[src/rtl/spongent_ctrl.sv]
// spongent_ctrl: control sequencer for the SPONGENT hash datapath.
// Absorbs a RATE-bit block stream (one permutation per block), appends the
// single-block padding, then squeezes HASH_SIZE/RATE digest blocks.
// Ports:
//   clk, rst_n                  clock, async active-low reset
//   start, busy                 hash request (IDLE only) / not-IDLE status
//   msg_data/valid/last/ready   message input handshake
//   hash_data/valid/last/ready  digest output handshake
//   dp_*                        SPONGENT datapath controls and status
module spongent_ctrl #(
   parameter int unsigned RATE      = 8,
   parameter int unsigned HASH_SIZE = 128
) (
   input  logic            clk,
   input  logic            rst_n,
   input  logic            start,
   output logic            busy,
   input  logic [RATE-1:0] msg_data,
   input  logic            msg_valid,
   input  logic            msg_last,
   output logic            msg_ready,
   output logic [RATE-1:0] hash_data,
   output logic            hash_valid,
   output logic            hash_last,
   input  logic            hash_ready,
   output logic            dp_reset_state,
   output logic            dp_sample_state,
   output logic            dp_init_lfsr,
   output logic            dp_update_lfsr,
   output logic            dp_select_message,
   input  logic            dp_lfsr_all_1,
   output logic [RATE-1:0] dp_data_in,
   input  logic [RATE-1:0] dp_data_out
);

   localparam int unsigned NUM_OUT = HASH_SIZE / RATE;
   localparam int unsigned CNT_W   = (NUM_OUT > 1) ? $clog2(NUM_OUT) : 1;

   localparam logic [2:0] S_IDLE         = 3'd0;
   localparam logic [2:0] S_INIT         = 3'd1;
   localparam logic [2:0] S_ABSORB_WAIT  = 3'd2;
   localparam logic [2:0] S_ABSORB_PERM  = 3'd3;
   localparam logic [2:0] S_PAD_PERM     = 3'd4;
   localparam logic [2:0] S_SQUEEZE_OUT  = 3'd5;
   localparam logic [2:0] S_SQUEEZE_PERM = 3'd6;

   localparam logic [RATE-1:0] PAD_BLOCK = {1'b1, {(RATE-1){1'b0}}};

   logic [2:0]       state, state_nxt;
   logic             last_seen, last_seen_nxt;
   logic             pad_first, pad_first_nxt;
   logic [CNT_W-1:0] out_cnt, out_cnt_nxt;
   logic             round;
   logic             init_req;
   logic             absorb_end;
   logic             absorb_last;

   // Digest blocks are the datapath rate bits, passed straight through.
   assign hash_data = dp_data_out;

   // State and flag registers.
   always_ff @(posedge clk or negedge rst_n) begin
      if (!rst_n) begin
         state     <= S_IDLE;
         last_seen <= 1'b0;
         pad_first <= 1'b0;
         out_cnt   <= '0;
      end else begin
         state     <= state_nxt;
         last_seen <= last_seen_nxt;
         pad_first <= pad_first_nxt;
         out_cnt   <= out_cnt_nxt;
      end
   end

   // Next-state and output decode.
   always_comb begin
      state_nxt         = state;
      last_seen_nxt     = last_seen;
      pad_first_nxt     = pad_first;
      out_cnt_nxt       = out_cnt;
      busy              = (state != S_IDLE);
      msg_ready         = 1'b0;
      hash_valid        = 1'b0;
      hash_last         = 1'b0;
      dp_reset_state    = 1'b0;
      dp_select_message = 1'b0;
      dp_data_in        = '0;
      dp_sample_state   = 1'b0;
      dp_init_lfsr      = 1'b0;
      dp_update_lfsr    = 1'b0;
      round             = 1'b0;
      init_req          = 1'b0;
      absorb_end        = 1'b0;
      absorb_last       = 1'b0;

      case (state)
         S_IDLE: begin
            if (start) state_nxt = S_INIT;
         end
         S_INIT: begin
            dp_reset_state = 1'b1;
            init_req       = 1'b1;
            state_nxt      = S_ABSORB_WAIT;
         end
         S_ABSORB_WAIT: begin
            msg_ready = 1'b1;
            if (msg_valid) begin
               // Transfer cycle doubles as round 1 of the absorb permutation.
               round             = 1'b1;
               dp_select_message = 1'b1;
               dp_data_in        = msg_data;
               last_seen_nxt     = msg_last;
               state_nxt         = S_ABSORB_PERM;
               absorb_end        = dp_lfsr_all_1;
               absorb_last       = msg_last;
            end
         end
         S_ABSORB_PERM: begin
            round       = 1'b1;
            absorb_end  = dp_lfsr_all_1;
            absorb_last = last_seen;
         end
         S_PAD_PERM: begin
            round         = 1'b1;
            pad_first_nxt = 1'b0;
            if (pad_first) begin
               dp_select_message = 1'b1;
               dp_data_in        = PAD_BLOCK;
            end
            if (dp_lfsr_all_1) begin
               out_cnt_nxt = '0;
               state_nxt   = S_SQUEEZE_OUT;
            end
         end
         S_SQUEEZE_OUT: begin
            hash_valid = 1'b1;
            hash_last  = (out_cnt == CNT_W'(NUM_OUT - 1));
            if (hash_ready) begin
               if (hash_last) begin
                  state_nxt = S_IDLE;
               end else begin
                  out_cnt_nxt = out_cnt + CNT_W'(1);
                  state_nxt   = S_SQUEEZE_PERM;
               end
            end
         end
         S_SQUEEZE_PERM: begin
            round = 1'b1;
            if (dp_lfsr_all_1) state_nxt = S_SQUEEZE_OUT;
         end
         default: begin
            state_nxt = S_IDLE;
         end
      endcase

      // End of an absorb permutation: next block, or pad once the last is in.
      if (absorb_end) begin
         if (absorb_last) begin
            state_nxt     = S_PAD_PERM;
            pad_first_nxt = 1'b1;
         end else begin
            state_nxt     = S_ABSORB_WAIT;
         end
      end

      // Round cycle: the final round reloads the LFSR instead of stepping it.
      dp_sample_state = round;
      dp_update_lfsr  = round & ~dp_lfsr_all_1;
      dp_init_lfsr    = init_req | (round & dp_lfsr_all_1);
   end

endmodule

[config.mk]
export PLATFORM = sky130hd
export DESIGN_NAME = spongent_ctrl
export DESIGN_NICKNAME = d
export VERILOG_FILES = /design/src/rtl/spongent_ctrl.sv
export SDC_FILE = /design/constraint.sdc
export NUM_CORES = 1
export LEC_CHECK = 0
export ABC_AREA = 0
export CAP_MARGIN = 15
export CORE_ASPECT_RATIO = 0.6
export CORE_MARGIN = 1.5
export CORE_UTILIZATION = 33
export DETAILED_ROUTE_END_ITERATION = 12
export PLACE_DENSITY = 0.8
export SYNTH_ARGS = -nofsm -noshare
export SYNTH_HDL_FRONTEND = slang
export SYNTH_SLANG_ARGS = --single-unit
[constraint.sdc]
create_clock -name clk -period 1.5 [get_ports clk]
set_input_delay 0.3 -clock clk [delete_from_list [all_inputs] [get_ports clk]]
set_output_delay 0.3 -clock clk [all_outputs]
set_load 0.02 [all_outputs]
==> results of run 1 <==
## final timing paths
check	slack (ns)	to	cells after the start
worst max-delay path	-0.24	dp_data_in[3]	4
worst min-delay path	0.36	last_seen	1
worst max register to register	-0.23	state[1]	6
worst min register to register	0.49	last_seen	1
max in group asynchronous	0.83	state[2]	1
min in group clk	0.49	last_seen	1
## where the power goes
group / total, mW / internal [mW] / switching, mW
clock network: 0.286 / 0.186 / 0.101
registers: 0.402 / 0.333 / 0.0685
logic: 1.95 / 1.01 / 0.941
total: 2.64 / 1.53 / 1.11
## Yosys cell counts, types with 2 or more instances
cell type  instances  area [sq um]
a31oi_1            2          12.5
nor2_1             3          11.3
inv_1              3          11.3
buf_4              8          60.1
nor3_1             3          15.0
clkbuf_1           2          7.51
a21o_1             6          45.0
nand2_1           11          41.3
and3_1            10          62.6
nand3_1            4          20.0
o22ai_1            2          12.5
nor2b_1            2          12.5
dfrtp_1            9           225
a21oi_1            4          20.0
and2_1             3          18.8
buf_2              3          15.0
## logic make-up (layout without fill, tap and decap cells)
| group | Yosys count | count (layout) |
|---|---|---|
| AND/OR/NAND/NOR | 48 | 48 |
| adder cells (fa/ha/maj) | 1 | 1 |
| buffers and inverters | 17 | 65 |
| flip-flops | 9 | 9 |
| AO/OA/AOI/OAI | 20 | 20 |
| multiplexers | 2 | 2 |
## layout make-up
class	count	area share, %
timing repair buffer	58	37.2
multi-input combinational	71	40.9
inverter	3	0.773
clock buffer	4	3.09
tap	30	2.58
sequential	9	15.5
## per-stage QoR
step	std cells	hold WS, ns
final	175	0.364
after global routing	175	0.403
after CTS	171	0.380
after detailed placement	167	0.473
after global placement	167	0.461
after floorplan	97	0.00441
## worst register-to-register path, cell delays in order, from the launching register on
cell,delay (ns)
dfrtp_1,0.39
buf_6,0.17
buf_6,0.12
or4bb_4,0.53
and4_4,0.22
a21oi_2,0.13
a211oi_2,0.06
## flip-flops by register name, summed over array words and instances, names as in the netlist
register   cells
out_cnt        4
state          3
last_seen      1
pad_first      1
## metal layers
layer	up-vias	routed length, um
li1	439	-
met1	413	1140
met2	32	1360
met3	4	208
met4	0	16
met5	-	0
## repair_timing
item	4_1_cts	5_1_grt
setup buffers	0	4
setup endpoints to repair	26	24
resized for setup	101	35
cloned	0	0
pin swaps	4	10
==> key figures, run 1 <==
Logic synthesis
  • Post-Synthesis Cells: slightly below 100
  • Top FF cell, synth: dfrtp_1
  • Syn Nets: about 120
  • Post-Synth Adder-Cell Area: roughly 1.6%
  • Yosys reg bits: 9
  • Ys async rst share: between 90% and 100%
  • Cell variety after synth: 38
  • Mux contribution to synthesized area: under 10%
  • EDFF count, synth: 0
  • Synth Area in Simple Gates: 35.4%
  • Post-Synth XOR/XNOR Area: 0%
  • Synth warnings: 0
  • Main combinational cell family by area after synthesis: simple AND/OR/NAND/NOR gates
  • Compound-cell area share of the yosys netlist: 18.1%
  • Register area share after synthesis: 28.8%
  • Synthesized area: approximately 780 sq um
  • Avg Cell Area, Syn: ~8.1 sq um

STA
  • Fin crit period: approximately 1.7 ns
  • Max Freq: between 500 and 600 MHz
  • Setup slack after layout: -0.238 ns
  • Headroom to the max-slew limit: 71.8%
  • Final setup viols: 19
  • Worst Tran Pin Value: ~0.42 ns
  • Unrepaired setup endpoints after global routing: yes
  • Final-report hold violation count: 0
  • Tcrit/Tclk final: 116%
  • Layout Skew: 0.00519 ns
  • Final TNS setup: -3.30 ns
  • Slew Viols, Final: 0

Critical path
  • Slowest CP cell: dfrtp_1
  • Top Family by Delay on Critical Path: simple AND/OR/NAND/NOR gates
  • Slowest cell delay on critical path: 0.41 ns
  • Critical-path cell list: or2b_4, nor2_4, and3_4, buf_6
  • Crit end category: output port
  • Worst path required time: between 1 and 1.5 ns
  • CP Launch Point: state[2]
  • Bufs and invs on worst path: 1
  • Crit Path Max Fanout: 8
  • CP Launch Type: register
  • Reg-to-reg startpoint: state[2]
  • Crit Path Class: reg2out
  • Critical Path AT: between 1 and 1.5 ns

GRT
  • GRT Max-Usage Layer: met2
  • Largest net degree at the start of global routing: 18
  • Met3 Use GR: a little over 7%
  • Initial antenna violation count: 0
  • Global-route wire length before repair: about 3700 um
  • Vias in the first global route: 788
  • M1 GR Usage: between 20% and 30%
  • Met2 usage: around 33%
  • Gr usage total: between 10% and 20%
  • Grt total ovfl: 0

Layout
  • Commonest non-fill, non-tap cell in the layout: buf_4
  • Multi-input logic area: between 500 and 600 sq um
  • Most frequent cells in the layout: 23 x buf_4, 20 x buf_6, 13 x clkdlybuf4s50_1
  • Post-synthesis to final-layout area growth: 86.4%
  • Post-layout util: about two thirds
  • Nets: 170
  • Layout cells sized above 1: a little under three fifths
  • Filler cell count: 170
  • Final instance area: between 0.001 and 0.0015 sq mm
  • Reg area: approximately 230 sq um
  • N_diodes: 0

Pwr
  • Final Total Pwr: about 2.6 mW
  • Pwr/cell area: around 1800 mW/mm^2
  • Worst IR Drop VDD: 838 uV
  • Lkg Pwr: ~0.7 nW

Route
  • WL per Instance: between 15 and 20 um
  • Drt initial violations: 12
  • Vias per inst: roughly 5.1
  • # DRC: 0
  • 1st-pass router iterations: 6
  • Routed Antenna Nets: 0
  • WL final: around 2700 um
  • Vias: around 890

Clocking
  • Clock latency on the worst-skew pair: 0.24 ns
  • CTS buffer count: 3
  • CTS tree: yes
  • Worst-path clk slew: around 0.050 ns
  • Htree depth: 1
  • Cts hold-fix bufs: 0
  • Clock Path Buffers: 2
  • Root Buffer: clkbuf_8
  • CTS sink cnt: 9

Place
  • Area after DPL: between 0.001 and 0.0015 sq mm
  • DP Worst Slack: -0.677 ns
  • Port bufs: 31
  • Routability cong.: around 0.92
  • HPWL Detailed: around 1900 um

Worst hold path
  • HP Class: in2async

Die
  • Num ports: 48
  • Number of core rows: 13
  • Die Area: ~0.0027 sq mm
  • Chip height: 40.7 um
  • Core ar.: ~0.0022 sq mm
  • Die Wd: approximately 66 um
  • Initial Util: a little over a third

Outcome
  • Failing checks: negative setup slack
  • Status: complete, but fails checks

Run
  • Max Cap Viol: 0
No activity file was read; power rests on OpenSTA's default activity.
==> run 2, diff against run 1 <==
CORE_ASPECT_RATIO = unset   (was 0.6)
CORE_UTILIZATION = 39   (was 33)
PLACE_DENSITY = 0.88   (was 0.8)
clock period = 2.1 ns   (was 1.5 ns; I/O delays follow)
==> run 2 against run 1 <==
The run now ends clean. First-iteration DRC count grew 42%. Final area shrank 23%. Clock-buffer cell count is the same. Setup slack gained 0.33 ns. Hold slack gained 0.087 ns. Global-route usage shrank 1.1 points. Non-clock buffer count shrank 14.
==> key figures, run 2 (synthesis gave the netlist of run 1 again) <==
STA
  • Worst Tran Pin Value: 0.487 ns (+0.0650 ns)
  • Final-report hold violation count: 0 (unchanged)
  • Layout Skew: 0.00945 ns (+0.00426 ns)
  • Slew Viols, Final: 0 (unchanged)
  • Final setup viols: 0 (-19)
  • Tcrit/Tclk final: a little over nine tenths
  • Max Freq: roughly 500 MHz
  • Final hold slack: 0.451 ns (+0.0870 ns)
  • Headroom to the max-slew limit: 67.3% (-4.5 points)
  • Fin crit period: about 2 ns
  • Final TNS setup: 0 ns (+3.30 ns)
  • Unrepaired setup endpoints after global routing: no

Pwr
  • Switching power total: 0.620 mW (-44%)
  • Switching portion of total power: 45.8% (+3.8 points)
  • Worst IR Drop VDD: 502 uV (-40%)
  • Clock Power Share: 10.4% (-0.4 points)
  • Pwr/cell area: 1210 mW/mm^2 (-33%)
  • Comb power frac: 67.8% (-6.2 points)
  • Lkg Pwr: 0.599 nW (-15%)
  • Sequential Power Share: 21.8% (+6.6 points)
  • P_int: 0.733 mW (-52%)

Clocking
  • Htree depth: 1 (unchanged)
  • Clock Path Buffers: 2 (unchanged)
  • CTS sink cnt: 9 (unchanged)
  • Root Buffer: clkbuf_4
  • CTS buffer count: 3 (unchanged)
  • Worst-path clk slew: 0.07 ns (+0.02 ns)
  • Clock latency on the worst-skew pair: 0.27 ns (+0.03 ns)
  • Setup Buffers After CTS: 0 (unchanged)
  • CTS tree: yes

Critical path
  • Slowest CP cell: dfrtp_1
  • Crit Path Max Fanout: 4 (-4)
  • Most frequent cell on the critical path: and3_1
  • CP Launch Type: register
  • Crit Path Class: reg2out
  • Critical-path cell list: ha_1, and3_1, and3_1, dlygate4sd2_1
  • Bufs and invs on worst path: 1 (unchanged)
  • Worst path required time: 1.68 ns (+0.48 ns)
  • Slowest cell delay on critical path: 0.42 ns (about the same)
  • Critical Path AT: 1.59 ns (+0.15 ns)
  • Crit end category: output port
  • Top Family by Delay on Critical Path: flip-flops

Route
  • Vias per inst: 5.22 (+2.9%)
  • Drt initial violations: 17 (+5)
  • Routed Antenna Nets: 0 (unchanged)
  • 1st-pass router iterations: 4 (-2)
  • # DRC: 0 (unchanged)
  • Vias: 825 (-7.1%)
  • WL final: 2070 um (-24%)
  • WL per Instance: 13.1 um (-16%)

GRT
  • Grt total ovfl: 0 (unchanged)
  • Vias in the first global route: 719 (-8.8%)
  • Gr usage total: 18.6% (-1.1 points)
  • Initial antenna violation count: 0 (unchanged)
  • Global-route wire length before repair: 2920 um (-22%)
  • Largest net degree at the start of global routing: 21 (+3)

Place
  • HPWL Detailed: 1690 um (-9.4%)
  • Area after DPL: 0.00113 sq mm (-8.7%)
  • Routability cong.: 0.787 (-14%)
  • Placed Cells: 154 (-7.8%)
  • Port bufs: 31 (unchanged)

Layout
  • Commonest non-fill, non-tap cell in the layout: clkdlybuf4s50_1
  • Post-route insts no fill: 158 (-9.7%)
  • Reg area: 225 sq um (unchanged)
  • Filler cell count: 181 (+6.5%)
  • Multi-input logic area: 465 sq um (-22%)
  • N_diodes: 0 (unchanged)
  • Post-layout util: 58.1% (-8.3 points)
  • Register name with the most flops: out_cnt
  • Final instance area: 0.00112 sq mm (-23%)
  • Nets: 156 (-8.2%)
  • Layout cells sized above 1: 26.7% (-29 points)
  • Most frequent cells in the layout: 14 x clkdlybuf4s50_1, 13 x buf_4, 11 x nand2_1
  • Post-synthesis to final-layout area growth: 42.7%
  • Max FFs per register: 4 (unchanged)
  • Biggest regs: out_cnt (4), state (3)

Die
  • Number of core rows: 16 (+3)
  • Core ar.: 0.00192 sq mm (-12%)
  • Chip height: 47.8 um (+17%)
  • Die Wd: 47.8 um (-27%)
  • Die Area: 0.00228 sq mm (-15%)
  • Initial Util: 40.7% (+5.1 points)
  • Num ports: 48 (unchanged)

Worst hold path
  • HP Class: in2async

Run
  • Max Cap Viol: 0 (unchanged)

Outcome
  • Status: completed
run 2: power by group through the flow:
stage / combinational (mW) / clock, mW / sequential, mW
after floorplan: 0.633 / 0 / 0.278
after global placement: 0.946 / 0 / 0.287
after detailed placement: 0.975 / 0 / 0.292
after CTS: 0.927 / 0.146 / 0.292
after global routing: 1.00 / 0.153 / 0.302
final: 0.917 / 0.141 / 0.295
run 2: metrics by stage:
step / total power, mW / worst slack, ns
5_1_grt: 1.46 / 0.0203
4_1_cts: 1.37 / 0.0105
3_5_place_dp: 1.27 / -0.222
6_report: 1.35 / 0.0942
2_1_floorplan: 0.912 / 0.270
3_3_place_gp: 1.23 / -0.216
run 2: routing by layer:
layer / part of all wire [%] / global-route usage [%]
met3: 9.9 / 4.91
met5: 0 / 0
met4: 0.73 / 8.65
met2: 48 / 34.4
met1: 41 / 19.4
run 2: layout make-up:
type,count,area share [%]
multi-input cells,71,41.7
inverters,3,1.01
flip-flops and latches,9,20.2
well taps,27,3.03
repair buffers,44,31.7
clock buffers,4,2.35
run 2: worst register-to-register path, delay by kind of cell, from the launching register on:
kind	cells	cell delay, ns
compound gates	2	0.18
buf+inv	1	0.22
flops	1	0.44
simple gates	2	0.74
run 2: repair_timing:
item                                   CTS  global route
hold buffers                             0             0
cloned                                   0             0
resized for setup                       26            18
setup endpoints to repair               17            13
pin swaps                                0             0
endpoints found under the hold margin    0             0
run 2: path summary, 6_finish.rpt:
path,startpoint,endpoint,slack (ns),depth (start not counted)
min in group clk,pad_first,pad_first,0.48,1
worst min register to register,pad_first,pad_first,0.48,1
max in group asynchronous,rst_n,out_cnt[3],1.34,1
worst max register to register,state[0],state[1],0.39,5
worst min-delay path,rst_n,out_cnt[1],0.45,1
worst max-delay path,out_cnt[0],hash_last,0.09,4
==> run 3, diff against run 2 <==
CORE_UTILIZATION = 41   (was 39)
DONT_BUFFER_PORTS = 1   (was unset)
PLACE_DENSITY = 0.59   (was 0.88)
==> run 3 against run 2 <==
Via count is 16% lower. Maximum frequency shrank 0.80%. Clock power is essentially flat. Highest routed layer unchanged. Clock skew is 0.0047 ns lower. Critical path type unchanged. Hold slack lost 0.15 ns. Clock-buffer cell count did not move. Largest cell class unchanged. Cell count down 24%.
==> key figures, run 3 (synthesis gave the netlist of run 1 again) <==
Outcome
  • Status: completed

GRT
  • Global-route wire length before repair: 2660 um (-9.0%)
  • Gr usage total: 17.5% (-1.2 points)
  • Vias in the first global route: 599 (-17%)
  • Largest net degree at the start of global routing: 17 (-19%)
  • Grt total ovfl: 0 (unchanged)
  • Initial antenna violation count: 0 (unchanged)

Pwr
  • Clock Power Share: 11.7% (+1.3 points)
  • Worst IR Drop VDD: 731 uV (+46%)
  • P_int: 0.614 mW (-16%)
  • Lkg Pwr: 0.424 nW (-29%)
  • Switching portion of total power: 48.3% (+2.5 points)
  • Sequential Power Share: 27.9% (+6.1 points)
  • Switching power total: 0.574 mW (-7.5%)
  • Pwr/cell area: 1440 mW/mm^2 (+19%)
  • Comb power frac: 60.4% (-7.4 points)

STA
  • Final-report hold violation count: 0 (unchanged)
  • Headroom to the max-slew limit: 67.4% (+0.17 points)
  • Tcrit/Tclk final: 96.3% (+0.77 points)
  • Final setup viols: 0 (unchanged)
  • Worst Tran Pin Value: 0.485 ns (-0.00252 ns)
  • Final TNS setup: 0 ns (unchanged)
  • Slew Viols, Final: 0 (unchanged)
  • Unrepaired setup endpoints after global routing: no
  • Layout Skew: 0.00477 ns (-0.00468 ns)
  • Fin crit period: 2.02 ns (+0.0162 ns)
  • Max Freq: 495 MHz (-0.80%)

Die
  • Initial Util: 44.3% (+3.6 points)
  • Number of core rows: 15 (-1)
  • Chip height: 46.7 um (-2.3%)
  • Core ar.: 0.00176 sq mm (-8.2%)
  • Die Area: 0.00218 sq mm (-4.6%)
  • Die Wd: 46.7 um (-2.3%)
  • Num ports: 48 (unchanged)

Critical path
  • Bufs and invs on worst path: 0 (-1)
  • Slowest CP cell: dfrtp_2
  • Crit Path Max Fanout: 16 (+12)
  • Top Family by Delay on Critical Path: simple AND/OR/NAND/NOR gates
  • Slowest cell delay on critical path: 0.50 ns (+0.08 ns)
  • Crit Path Class: reg2out
  • Worst path required time: 1.68 ns (about the same)
  • Critical-path cell list: or2b_1, o22ai_1, and2_1
  • CP Launch Type: register
  • Crit end category: output port
  • Critical Path AT: 1.60 ns (about the same)

Layout
  • Max FFs per register: 4 (unchanged)
  • Commonest non-fill, non-tap cell in the layout: nand2_1
  • N_diodes: 0 (unchanged)
  • Nets: 120 (-23%)
  • Post-layout util: 46.7% (-11 points)
  • Layout cells sized above 1: 24.2% (-2.5 points)
  • Register name with the most flops: out_cnt
  • Post-synthesis to final-layout area growth: 5.28%
  • Biggest regs: out_cnt (4), state (3)
  • Most frequent cells in the layout: 11 x nand2_1, 8 x dfrtp_1, 7 x and3_2, 7 x buf_4, 6 x a21o_1

Clocking
  • Clock latency on the worst-skew pair: 0.26 ns (about the same)
  • CTS sink cnt: 9 (unchanged)
  • CTS tree: yes
  • Setup Buffers After CTS: 0 (unchanged)
  • Root Buffer: clkbuf_4
  • Clock Path Buffers: 2 (unchanged)
  • Worst-path clk slew: 0.07 ns (about the same)
  • Htree depth: 1 (unchanged)
  • CTS buffer count: 3 (unchanged)

Run
  • Max Cap Viol: 0 (unchanged)

Place
  • Routability cong.: 0.817 (+3.9%)
  • HPWL Detailed: 1280 um (-25%)
  • Port bufs: 0 (-100%)

Route
  • WL final: 1730 um (-16%)
  • Vias: 695 (-16%)
  • Drt initial violations: 10 (-7)
  • 1st-pass router iterations: 4 (unchanged)
  • WL per Instance: 14.4 um (+10%)
  • Vias per inst: 5.79 (+11%)
  • Routed Antenna Nets: 0 (unchanged)
  • # DRC: 0 (unchanged)

Worst hold path
  • HP Class: in2reg
[run 3: cell types whose count changed in the layout (fill, tap and decap cells not counted), moves of 2 or more]
cell	change
dlygate4sd2_1	-5
clkbuf_2	-10
and3_1	-7
clkdlybuf4s50_1	-14
buf_4	-6
clkdlybuf4s15_2	-2
and3_2	+7
[run 3: area by class of cell]
cell class                 instances  area [sq um]
clock buffer                       4          26.3
fill                             185           941
inverter                           3          11.3
multi-input combinational         71           465
sequential                         9           226
tap                               25          31.3
timing repair buffer               8          62.6
[run 3: path summary, 6_finish.rpt]
kind                            from             end  slack (ns)  cells after the start
max in group asynchronous      rst_n        state[2]        1.22                      1
hold reg to reg            pad_first       pad_first        0.49                      1
min in group asynchronous      rst_n        state[0]        0.54                      1
setup reg to reg            state[0]        state[1]        0.44                      4
hold / removal              msg_last       last_seen        0.30                      1
setup / recovery            state[2]  dp_update_lfsr        0.08                      3
[run 3: routing by layer]
metal / up-vias / part of all wire, % / track usage (%)
li1: 336 / - / -
met2: 41 / 45 / 24.4
met1: 314 / 46 / 25.3
met5: - / 0 / 0
met4: 0 / 0.98 / 8.33
met3: 4 / 7.9 / 3.53
[run 3: power by group through the flow]
stage | clock [mW] | combinational (mW) | sequential (mW)
floorplan | 0 | 0.633 | 0.278
global placement | 0 | 0.688 | 0.328
detailed placement | 0 | 0.698 | 0.331
CTS | 0.143 | 0.711 | 0.326
global route | 0.150 | 0.785 | 0.349
finish | 0.139 | 0.718 | 0.332
[run 3: what timing repair did]
action,CTS,global route
endpoints found under the hold margin,9,0
resized for setup,7,2
hold buffers,1,0
pin swaps,0,0
endpoints found under the setup margin,7,10
[run 3: per-stage QoR]
step	area [sq um]	setup slack (ns)	cells	hold slack [ns]	power (mW)
2_1_floorplan	782	0.270	97	0.124	0.912
3_3_place_gp	772	0.304	115	0.125	1.02
3_5_place_dp	772	0.277	115	0.125	1.03
4_1_cts	817	0.0197	120	0.303	1.18
5_1_grt	823	0.0214	120	0.300	1.28
6_report	823	0.0780	120	0.301	1.19
